[config.mk]
export PLATFORM = sky130hd
export DESIGN_NAME = instr_fetch_unit
export DESIGN_NICKNAME = d
export VERILOG_FILES = /design/src/rtl/instr_fetch_unit.sv
export SDC_FILE = /design/constraint.sdc
export NUM_CORES = 1
export LEC_CHECK = 0
export CAP_MARGIN = 20
export CORE_UTILIZATION = 55
export DETAILED_ROUTE_END_ITERATION = 10
export DONT_BUFFER_PORTS = 1
export HOLD_SLACK_MARGIN = 0.05
export PLACE_DENSITY = 0.82
export SYNTH_ARGS = -nofsm -noshare
export SYNTH_HDL_FRONTEND = slang
export SYNTH_SLANG_ARGS = --single-unit
[constraint.sdc]
create_clock -name clk -period 2.3 [get_ports clk]
set_clock_uncertainty 0.2 [all_clocks]
set_input_delay 0.46 -clock clk [delete_from_list [all_inputs] [get_ports clk]]
set_output_delay 0.46 -clock clk [all_outputs]
set_load 0.02 [all_outputs]
[src/rtl/instr_fetch_unit.sv]
// Instruction fetch stage: PC register, ROM addressing and a small prefetch FIFO to decode.
// Optional IFU_FAULT_CHECK_EN adds per-entry fault tagging (out-of-range or misaligned fetch).
module instr_fetch_unit #(
  parameter logic [31:0] RESET_PC   = 32'h0000_0000,
  parameter int unsigned DEPTH      = 2,
  parameter int unsigned IMEM_WORDS = 256
) (
  input  logic        clk,
  input  logic        rst_n,
  output logic [31:0] imem_addr,
  input  logic [31:0] imem_rdata,
  input  logic        redirect_valid,
  input  logic [31:0] redirect_pc,
  output logic        ins_valid,
  input  logic        ins_ready,
  output logic [31:0] ins_data,
`ifdef IFU_FAULT_CHECK_EN
  output logic        ins_fault,
`endif
  output logic [31:0] ins_pc
);

  localparam int unsigned PTR_W = (DEPTH > 1) ? $clog2(DEPTH) : 1;
  localparam int unsigned CNT_W = $clog2(DEPTH + 1);
  localparam logic [31:0] NOP_INSN = 32'h0000_0013;

  logic [31:0]      fpc;
  logic [PTR_W-1:0] rptr;
  logic [PTR_W-1:0] wptr;
  logic [CNT_W-1:0] count;
  logic [31:0]      pc_q   [DEPTH];
  logic [31:0]      data_q [DEPTH];
  logic [31:0]      last_pc;
  logic [31:0]      last_data;

  logic             do_deq;
  logic             do_enq;
  logic [31:0]      enq_data;

`ifdef IFU_FAULT_CHECK_EN
  logic             fault_q [DEPTH];
  logic             misalign_q;
  logic             enq_fault;

  // Out-of-range word index or the first fetch after a misaligned redirect is tagged and replaced by a NOP.
  always_comb begin
    enq_fault = (fpc[31:2] >= 30'(IMEM_WORDS)) || misalign_q;
    enq_data  = enq_fault ? NOP_INSN : imem_rdata;
  end

  assign ins_fault = ins_valid ? fault_q[rptr] : 1'b0;
`else
  assign enq_data = imem_rdata;
`endif

  assign imem_addr = {2'b00, fpc[31:2]};
  assign ins_valid = (count != '0);
  assign ins_data  = ins_valid ? data_q[rptr] : last_data;
  assign ins_pc    = ins_valid ? pc_q[rptr]   : last_pc;

  // Redirect overrides both sides of the FIFO in the same cycle.
  always_comb begin
    do_deq = ins_valid && ins_ready && !redirect_valid;
    do_enq = !redirect_valid && ((count < CNT_W'(DEPTH)) || do_deq);
  end

  always_ff @(posedge clk or negedge rst_n) begin
    if (!rst_n) begin
      fpc       <= RESET_PC;
      rptr      <= '0;
      wptr      <= '0;
      count     <= '0;
      last_pc   <= '0;
      last_data <= '0;
      for (int i = 0; i < int'(DEPTH); i++) begin
        pc_q[i]   <= '0;
        data_q[i] <= '0;
      end
    end else begin
      // Keep the most recent head so outputs hold while the FIFO is empty.
      if (ins_valid) begin
        last_pc   <= pc_q[rptr];
        last_data <= data_q[rptr];
      end
      if (redirect_valid) begin
        fpc   <= redirect_pc & 32'hFFFF_FFFC;
        rptr  <= '0;
        wptr  <= '0;
        count <= '0;
      end else begin
        if (do_enq) begin
          pc_q[wptr]   <= fpc;
          data_q[wptr] <= enq_data;
          wptr         <= wptr + PTR_W'(1);
          fpc          <= fpc + 32'd4;
        end
        if (do_deq) begin
          rptr <= rptr + PTR_W'(1);
        end
        if (do_enq && !do_deq) begin
          count <= count + CNT_W'(1);
        end else if (!do_enq && do_deq) begin
          count <= count - CNT_W'(1);
        end
      end
    end
  end

`ifdef IFU_FAULT_CHECK_EN
  always_ff @(posedge clk or negedge rst_n) begin
    if (!rst_n) begin
      misalign_q <= 1'b0;
      for (int i = 0; i < int'(DEPTH); i++) begin
        fault_q[i] <= 1'b0;
      end
    end else if (redirect_valid) begin
      misalign_q <= (redirect_pc[1:0] != 2'b00);
    end else if (do_enq) begin
      fault_q[wptr] <= enq_fault;
      misalign_q    <= 1'b0;
    end
  end
`endif

endmodule

* After elaboration in Yosys (flattened, before gate mapping)
Index checks and enable logic that the tools add are counted.
Storage, ports and cells: flip-flop bits (word level) 228, input bits 68
Cells by class: $add $sub $neg 5, magnitude comparators 4, muxes and demuxes 21, bitwise gates (word level) 3, reductions and logical operators 15
Operators with widths (number):
- $mux 32 | 11
- $bwmux 64 | 2
- $add 32x3->32 const B | 1
- $demux 32 s1 | 1
- $logic_and 1x1->1 | 6
- $mux 2 | 3
- $reduce_bool 2->1 | 3
- $ge 2x2->1 const B | 2
- $mux 1 | 4
- $not 1->2 | 2
- $logic_not 1->1 | 3
- $reduce_bool 3->1 | 1
- $add 1x1->1 const B | 2
- $add 2x1->2 const B | 1
- $lt 2x1->1 const B | 1
- $lt 2x2->1 const B | 1
- $reduce_and 2->1 | 1
- $sub 2x1->2 const B | 1
- $logic_or 1x1->1 | 1
- $not 1->1 | 1

* Longest topological paths before layout
Gate-level depths: netlist of the first run.
depth after elaboration 10, depth in mapped cells 6, gate-level depth less buffers 5

* Least setup slack after synthesis of the first run
OpenSTA, ideal clock, no wires.
kind register to output, from register rptr, to output ins_data[0], arrival 1.739 ns, path slack -0.099 ns, stages on the path, launching flop included 5, path buffers 2, path through dfrtp_1 > clkbuf_1 > buf_1 > mux2i_1 > o21ai_0
Between the ends: word-level cells in the longest chain between the ends 5
Ends and longest elaborated chain:
- start, declared | RTL line 28 | logic [PTR_W-1:0] rptr;
- start signal, assigned | RTL line 98 | rptr <= rptr + PTR_W'(1);
- $not 1->2 (implied by the code) | RTL line 58 | assign ins_data = ins_valid ? data_q[rptr] : last_data;
- $mux 32 (implied by the code) (3 in series) | RTL line 58
- $mux 32
- end, declared | RTL line 16 | output logic [31:0] ins_data,
No other way between the ends. The select of a mux whose other input is x is not followed.

* Final worst setup path of the first run
from register rptr, to output ins_data[22]
The elaborated chain is that of the path after synthesis.

==> results_dict.tcl, run 1 <==
set metrics [dict create \
    status "finished, violations left" \
    failing_checks "hold timing, setup timing" \
    setup.worst_path.class "register to output port" \
    area.growth.synth_to_final_pct 33.4 \
    worst_slack_ns -0.292 \
    power.ir.vdd_worst_mv 0.807 \
    synthFlopType "sky130_fd_sc_hd__dfrtp_1" \
    placeableCoreArea_mm2 0.0166 \
    finalCritPeriodShare_pct 113 \
    worstSetupEndpoint "ins_data[22]" \
    grt_antenna_before_repair 0 \
    crit_path_max_fanout 10 \
    synth_seq_cells 222 \
    finalNetCount 972 \
    antenna-diode-count 0 \
    timing.reg2reg.worst_path_depth 8 \
    timing.fmax_mhz 386 \
    worstSetupEndpointType "output port" \
    max-slew-margin-rel_pct 59.5 \
    fraction_of_final_layout_cells_sized_beyond_drive_strength_1_pct 37.8 \
    synth.largest_area_cell "sky130_fd_sc_hd__dfrtp_1" \
    tritoncts.num_buffers 24 \
    leakage_nw 5.28 \
    remaining_drc_errors 0 \
    synth-warning-count 0 \
    chipWidth_um 133 \
    detail-route-antenna-nets 0 \
    post_drt_wl_per_cell_um 23.0 \
    post-route-min-period_ns 2.59 \
    clkSinkCount 222 \
    detail_route.first_pass.iterations 4 \
    synth-edff-count 0 \
    cts_hold_buf 67 \
    utilization_pct 75.5 \
    initialDrtViolationCount 404 \
    clock_insertion_delay_worst_skew_ns 0.51 \
    filler_cell_count 931 \
    reg2reg_to "rptr" \
    port_buffers 0 \
    clock_slew_seen_by_the_registers_of_the_worst_setup_and_hold_paths_ns 0.06 \
    cts_tree "yes" \
    final-max-slew-violation-count 0 \
    route.vias.total 6917 \
    clk_root_buffer_cell "sky130_fd_sc_hd__clkbuf_16" \
    synth_most_common_cell "sky130_fd_sc_hd__dfrtp_1" \
    grt_remaining_overflow 0 \
    r2r-start "count[1]" \
    clk_path_buf_depth 3 \
    grt_usage_pct 27.8 \
    hold_violations 222 \
    critical_path_required_ns 1.64 \
    syn_area_per_cell_um2 12.3 \
    final_weighted_congestion_of_routability_driven_global_placement 0.830 \
    min-delay-path-class "input pin to async pin" \
    postSynth.asyncResetShare_pct 100 \
    floorplan.initialDensity_pct 56.6 \
    holdWs_ns -0.554 \
    yosysSeqAreaShare_pct 58.9 \
    dpl.hpwl_um 13900 \
    post_synth_main_area_contributors "sky130_fd_sc_hd__dfrtp_1 59%, sky130_fd_sc_hd__mux2_2 15%, sky130_fd_sc_hd__mux2i_1 6.7%" \
    fp-row-count 47 \
    rsz0062_at_grt "true" \
    tightest_slew_ns 0.592 \
    final_count_of_negative_setup_slack_endpoints 61 \
    die_area_mm2 0.0177 \
    grt_pass1_vias 7381 \
    reg2reg_setup_slack_ns 0.04 \
    synth_cell_types 43 \
    cts_max_level 1 \
    grt_pass1_wl_um 38600 \
    die_y_um 133 \
    route.final.wire_length_um 26300 \
    dp_worst_setup_slack_ns 0.0483 \
    cap_viol_max_count 0 \
    arrival_ns 1.93 \
    power_per_cell_area_mw_per_mm2 1020 \
    launch_point_of_the_critical_path "rptr" \
    grt_start_max_net_pins 223 \
    leading_post_synthesis_cells_by_instance_count "222 x sky130_fd_sc_hd__dfrtp_1, 124 x sky130_fd_sc_hd__mux2_2, 85 x sky130_fd_sc_hd__nand2_1, 77 x sky130_fd_sc_hd__o21ai_0, 63 x sky130_fd_sc_hd__mux2i_1" \
    ios 165 \
    synth_cells 765 \
    timing.critical_path.from_type "register" \
    routed_via_density 6.06 \
    synthDominantCellAreaShare_pct 58.9 \
    netlist_area_mm2 0.00943 \
]
==> logic make-up after synthesis <==
logic type / Yosys count / share of synthesized area [%]
other: 1 / 0.0398
adders and majority gates: 1 / 0.133
buffers and inverters: 57 / 2.38
muxes: 187 / 21.5
DFF: 222 / 58.9
AOI/OAI and AO/OA: 121 / 7.58
and+or+nand+nor: 165 / 8.42
xor gates and xnor gates: 11 / 1.02
==> worst min path at each step <==
| stage | end | start | depth (start not counted) | slack (ns) |
|---|---|---|---|---|
| floorplan | count[0] | rst_n | 0 | -0.04 |
| global placement | data_q[5] | rst_n | 0 | -0.03 |
| detailed placement | last_data[5] | rst_n | 0 | -0.03 |
| CTS | last_data[5] | rst_n | 0 | -0.57 |
| global route | last_data[5] | rst_n | 0 | -0.58 |
| finish | data_q[5] | rst_n | 0 | -0.55 |
==> layout by cell type, fill, tap and decap left out, types with 4 or more instances in the layout <==
cell / count
sky130_fd_sc_hd__dlygate4sd3_1: 66
sky130_fd_sc_hd__mux2i_2: 21
sky130_fd_sc_hd__nand3_1: 14
sky130_fd_sc_hd__clkbuf_8: 5
sky130_fd_sc_hd__nor2_1: 22
sky130_fd_sc_hd__nand2_1: 83
sky130_fd_sc_hd__o21ai_4: 27
sky130_fd_sc_hd__nand4_1: 5
sky130_fd_sc_hd__dfrtp_1: 219
sky130_fd_sc_hd__buf_4: 65
sky130_fd_sc_hd__xnor2_1: 5
sky130_fd_sc_hd__clkinv_2: 8
sky130_fd_sc_hd__o21ai_0: 15
sky130_fd_sc_hd__a31oi_1: 14
sky130_fd_sc_hd__buf_12: 13
sky130_fd_sc_hd__o31ai_1: 10
sky130_fd_sc_hd__and3_1: 5
sky130_fd_sc_hd__buf_8: 4
sky130_fd_sc_hd__xor2_1: 6
sky130_fd_sc_hd__o21ai_1: 8
sky130_fd_sc_hd__or3_1: 4
sky130_fd_sc_hd__mux2i_1: 39
sky130_fd_sc_hd__o21ai_2: 27
sky130_fd_sc_hd__clkbuf_1: 4
sky130_fd_sc_hd__buf_16: 5
sky130_fd_sc_hd__or4_1: 12
sky130_fd_sc_hd__clkbuf_16: 27
sky130_fd_sc_hd__mux2_2: 124
sky130_fd_sc_hd__inv_1: 8
==> stage by stage <==
stage | area, µm² | TNS [ns] | cells | power, W | hold slack, ns
after floorplan | 9430 | 0 | 766 | 0.00725 | -0.0356
after global placement | 10000 | 0 | 994 | 0.00778 | -0.0308
after detailed placement | 10000 | 0 | 994 | 0.00799 | -0.0312
after CTS | 12100 | -8.34 | 1120 | 0.0123 | -0.565
after global routing | 12600 | -13.38 | 1141 | 0.0133 | -0.579
final | 12600 | -10.85 | 1141 | 0.0129 | -0.554
==> registers in the layout, indices dropped and copies added, names as in the netlist <==
register and flops:
pc_q 60, count 2, last_data 32, data_q 64, fpc 30, rptr 1
last_pc 32, wptr 1
==> where the power goes <==
| group | internal [W] | switching, W | total, W |
|---|---|---|---|
| combinational | 0.00157 | 0.00200 | 0.00357 |
| clock | 0.00226 | 0.00156 | 0.00382 |
| sequential | 0.00488 | 0.000577 | 0.00546 |
==> per-layer routing <==
layer	up-vias	global-route usage (%)	routed length (µm)
met3	70	7.59	2070
met1	3521	31.9	9550
met4	0	8.56	852
met5	-	0	0
met2	306	50.2	13800
li1	3020	-	-
==> what timing repair did <==
| item | in CTS | in global routing |
|---|---|---|
| endpoints found under the setup margin | 65 | 68 |
| gates cloned | 3 | 3 |
| resized for setup | 91 | 60 |
| pin swaps | 11 | 32 |
| setup buffers | 12 | 19 |
| endpoints found under the hold margin | 320 | 222 |
==> critical path: stages, from the launching register on <==
cell	delay [ns]
sky130_fd_sc_hd__dfrtp_4	0.51
sky130_fd_sc_hd__buf_12	0.15
sky130_fd_sc_hd__buf_4	0.13
sky130_fd_sc_hd__buf_12	0.15
sky130_fd_sc_hd__mux2i_2	0.19
sky130_fd_sc_hd__o21ai_4	0.28
==> layout make-up <==
cell class                      instances  area, µm²  share of cell area, %
Timing Repair Buffer                  158       1690                   13.4
Inverter                                9       37.5                  0.299
Multi-Input combinational cell        488       4220                   33.5
Clock buffer                           34        709                   5.64
Clock inverter                         10       81.3                  0.647
Tap cell                              220        275                   2.19
Sequential cell                       222       5560                   44.2
Note: power is estimated with default switching activity, not from simulation.
==> run 2: changes to the inputs <==
--- a/config.mk
+++ b/config.mk
@@ -6,11 +6,13 @@
 export NUM_CORES = 1
 export LEC_CHECK = 0
 export CAP_MARGIN = 20
-export CORE_UTILIZATION = 55
+export CELL_PAD_IN_SITES_DETAIL_PLACEMENT = 0
+export CELL_PAD_IN_SITES_GLOBAL_PLACEMENT = 1
+export CORE_UTILIZATION = 54
 export DETAILED_ROUTE_END_ITERATION = 10
 export DONT_BUFFER_PORTS = 1
 export HOLD_SLACK_MARGIN = 0.05
-export PLACE_DENSITY = 0.82
+export PLACE_DENSITY = 0.95
 export SYNTH_ARGS = -nofsm -noshare
 export SYNTH_HDL_FRONTEND = slang
 export SYNTH_SLANG_ARGS = --single-unit
==> constraint.sdc (replaced) <==
create_clock -name clk -period 3.1 [get_ports clk]
set_clock_uncertainty 0.2 [all_clocks]
set_input_delay 0.62 -clock clk [delete_from_list [all_inputs] [get_ports clk]]
set_output_delay 0.62 -clock clk [all_outputs]
set_load 0.02 [all_outputs]
==> run 2 against run 1 <==
Net effect: core utilization down 9.8 points; critical endpoint is now ins_data[19]; sequential power decreased by 25%; cell count shrank 6.9%; power is 30% lower; critical path depth fell by 1; sequential share of layout area rose by 6.0 points; sequential cell count is the same; the flow finishes with violations (hold timing).
==> results_dict.tcl, run 2 (synthesis gave the netlist of run 1 again) <==
set metrics [dict create \
    worstSetupEndpointType "output port" \
    crit_top_cell "sky130_fd_sc_hd__buf_4" \
    finalNetCount 896 \
    antenna-diode-count 0 \
    clock_insertion_delay_worst_skew_ns 0.49 \
    cts_max_level 1 \
    post_drt_wl_per_cell_um 19.5 \
    timing.critical_path.max_delay_family "flip-flops" \
    dpl.hpwl_um 13400 \
    cp_cell_sequence "buf_4 > mux2i_1 > o21ai_0 > buf_4" \
    grtUsageMet1_pct 29.1 \
    chipWidth_um 134 \
    hold_violations 222 \
    port_buffers 0 \
    final_weighted_congestion_of_routability_driven_global_placement 0.788 \
    status "finished, violations left" \
    setup.worst_path.class "register to output port" \
    holdWs_ns -0.382 \
    grt_start_max_net_pins 223 \
    cts_tree "yes" \
    leakage_nw 4.71 \
    final_count_of_negative_setup_slack_endpoints 0 \
    die_area_mm2 0.0180 \
    final-max-slew-violation-count 0 \
    grt_pass1_wl_um 33700 \
    cap_viol_max_count 0 \
    timing.critical_path.from_type "register" \
    max-slew-margin-rel_pct 34.9 \
    grt_pass1_vias 6513 \
    post_dp_cell_area_mm2 0.0101 \
    layout.cells.most_common "sky130_fd_sc_hd__dfrtp_1" \
    max_stage_delay_ns 0.74 \
    detail_route.first_pass.iterations 5 \
    finalCritPeriodShare_pct 97.4 \
    die_y_um 134 \
    ios 165 \
    crit_path_max_fanout 24 \
    route.final.wire_length_um 20700 \
    groute.layer.met2.usage_pct 40.5 \
    detail-route-antenna-nets 0 \
    clkSinkCount 222 \
    largestRegisters "data_q x64, pc_q x60" \
    tritoncts.num_buffers 23 \
    grt_remaining_overflow 0 \
    timing.fmax_mhz 331 \
    top_usage_layer "met2" \
    power_per_cell_area_mw_per_mm2 808 \
    area.growth.synth_to_final_pct 17.3 \
    tightest_slew_ns 0.976 \
    largest_reg_flops 64 \
    remaining_drc_errors 0 \
    clock_slew_seen_by_the_registers_of_the_worst_setup_and_hold_paths_ns 0.06 \
    grt_antenna_before_repair 0 \
    power.ir.vdd_worst_mv 0.493 \
    clk_path_buf_depth 3 \
    floorplan.initialDensity_pct 56.0 \
    post-route-min-period_ns 3.02 \
    fp-row-count 47 \
    rsz0062_at_grt "false" \
    highest_count_cells_in_the_layout_ignoring_fill_and_taps "221 x sky130_fd_sc_hd__dfrtp_1, 124 x sky130_fd_sc_hd__mux2_2, 84 x sky130_fd_sc_hd__nand2_1" \
    placeableCoreArea_mm2 0.0168 \
    grt_usage_pct 23.5 \
    total_negative_setup_slacks_ns 0 \
    route.vias.total 6207 \
    r2r-start "fpc[2]" \
    layout.cell_area.non_filler_mm2 0.0111 \
    critical_path_required_ns 2.28 \
    launch_point_of_the_critical_path "rptr" \
    min-delay-path-class "input pin to async pin" \
    clk_root_buffer_cell "sky130_fd_sc_hd__clkbuf_16" \
    grt_use_met3_pct 7.41 \
    failing_checks "hold timing" \
    largest_register "data_q" \
    fraction_of_final_layout_cells_sized_beyond_drive_strength_1_pct 28.5 \
    initialDrtViolationCount 376 \
    total_power_w 0.00894 \
    arrival_ns 2.20 \
    routed_via_density 5.84 \
    worst-path-buf-inv 2 \
    cpMaxStageDelayCell "sky130_fd_sc_hd__dfrtp_4" \
]
==> run 2: cell types whose count changed in the layout (fill, tap and decap cells not counted), sizes merged <==
cell and change:
dlygate4sd3 -56, bufinv +2, a2111o -1, clkinv -8, buf -16
==> run 2: report_power, final <==
part | total [W] | internal, W | switching [W] | leakage (nW)
Combinational | 0.00200 | 0.000952 | 0.00104 | 1.69
Clock | 0.00286 | 0.00180 | 0.00106 | 0.389
Sequential | 0.00408 | 0.00362 | 0.000459 | 2.63
Total | 0.00894 | 0.00637 | 0.00257 | 4.71
==> run 2: final timing paths <==
check,end,slack [ns],cells past startpoint
worst max-delay path,ins_data[19],0.08,4
worst min-delay path,last_data[30],-0.38,0
worst max register to register,fpc[28],0.50,5
worst min register to register,last_data[29],0.30,2
max in group asynchronous,rptr,2.84,0
min in group clk,fpc[12],0.07,2
==> run 2: worst reg2reg max path, stage by stage (launching register included) <==
cell and delay, ns:
sky130_fd_sc_hd__dfrtp_1 0.61, sky130_fd_sc_hd__ha_1 0.34, sky130_fd_sc_hd__nand4_1 0.13, sky130_fd_sc_hd__a2111o_1 0.52, sky130_fd_sc_hd__or4_1 0.50, sky130_fd_sc_hd__a31oi_1 0.21
==> run 2: final cells by class <==
type                    instances  area [µm²]
flip-flops and latches        222        5560
repair buffers                 84         718
well taps                     220         275
fillers                      1217        5760
multi-input cells             487        3670
clock buffers                  36         704
clock inverters                 4        97.6
inverters                       9        33.8
==> run 2: timing repair <==
| action | CTS | global route |
|---|---|---|
| hold endpoints to repair | 237 | 224 |
| hold buffers | 7 | 3 |
| setup buffers | 2 | 0 |
| endpoints found under the setup margin | 2 | 0 |
| resized for setup | 0 | 0 |
==> run 2: stage by stage <==
| stage | setup slack (ns) | hold slack [ns] | utilization [%] | std cells |
|---|---|---|---|---|
| finish | 0.0794 | -0.382 | 65.8 | 1062 |
| global route | 0.00593 | -0.412 | 65.8 | 1062 |
| CTS | 0.0367 | -0.393 | 65.6 | 1059 |
| floorplan | 0.541 | 0.124 | - | 766 |
| global placement | 0.593 | 0.130 | 60.2 | 1010 |
| detailed placement | 0.519 | 0.130 | 60.2 | 1010 |
==> run 2: per-layer routing <==
metal | wire [µm] | vias up
met3 | 1840 | 29
met4 | 263 | 0
met5 | 0 | -
met2 | 10300 | 196
li1 | - | 2843
met1 | 8250 | 3139
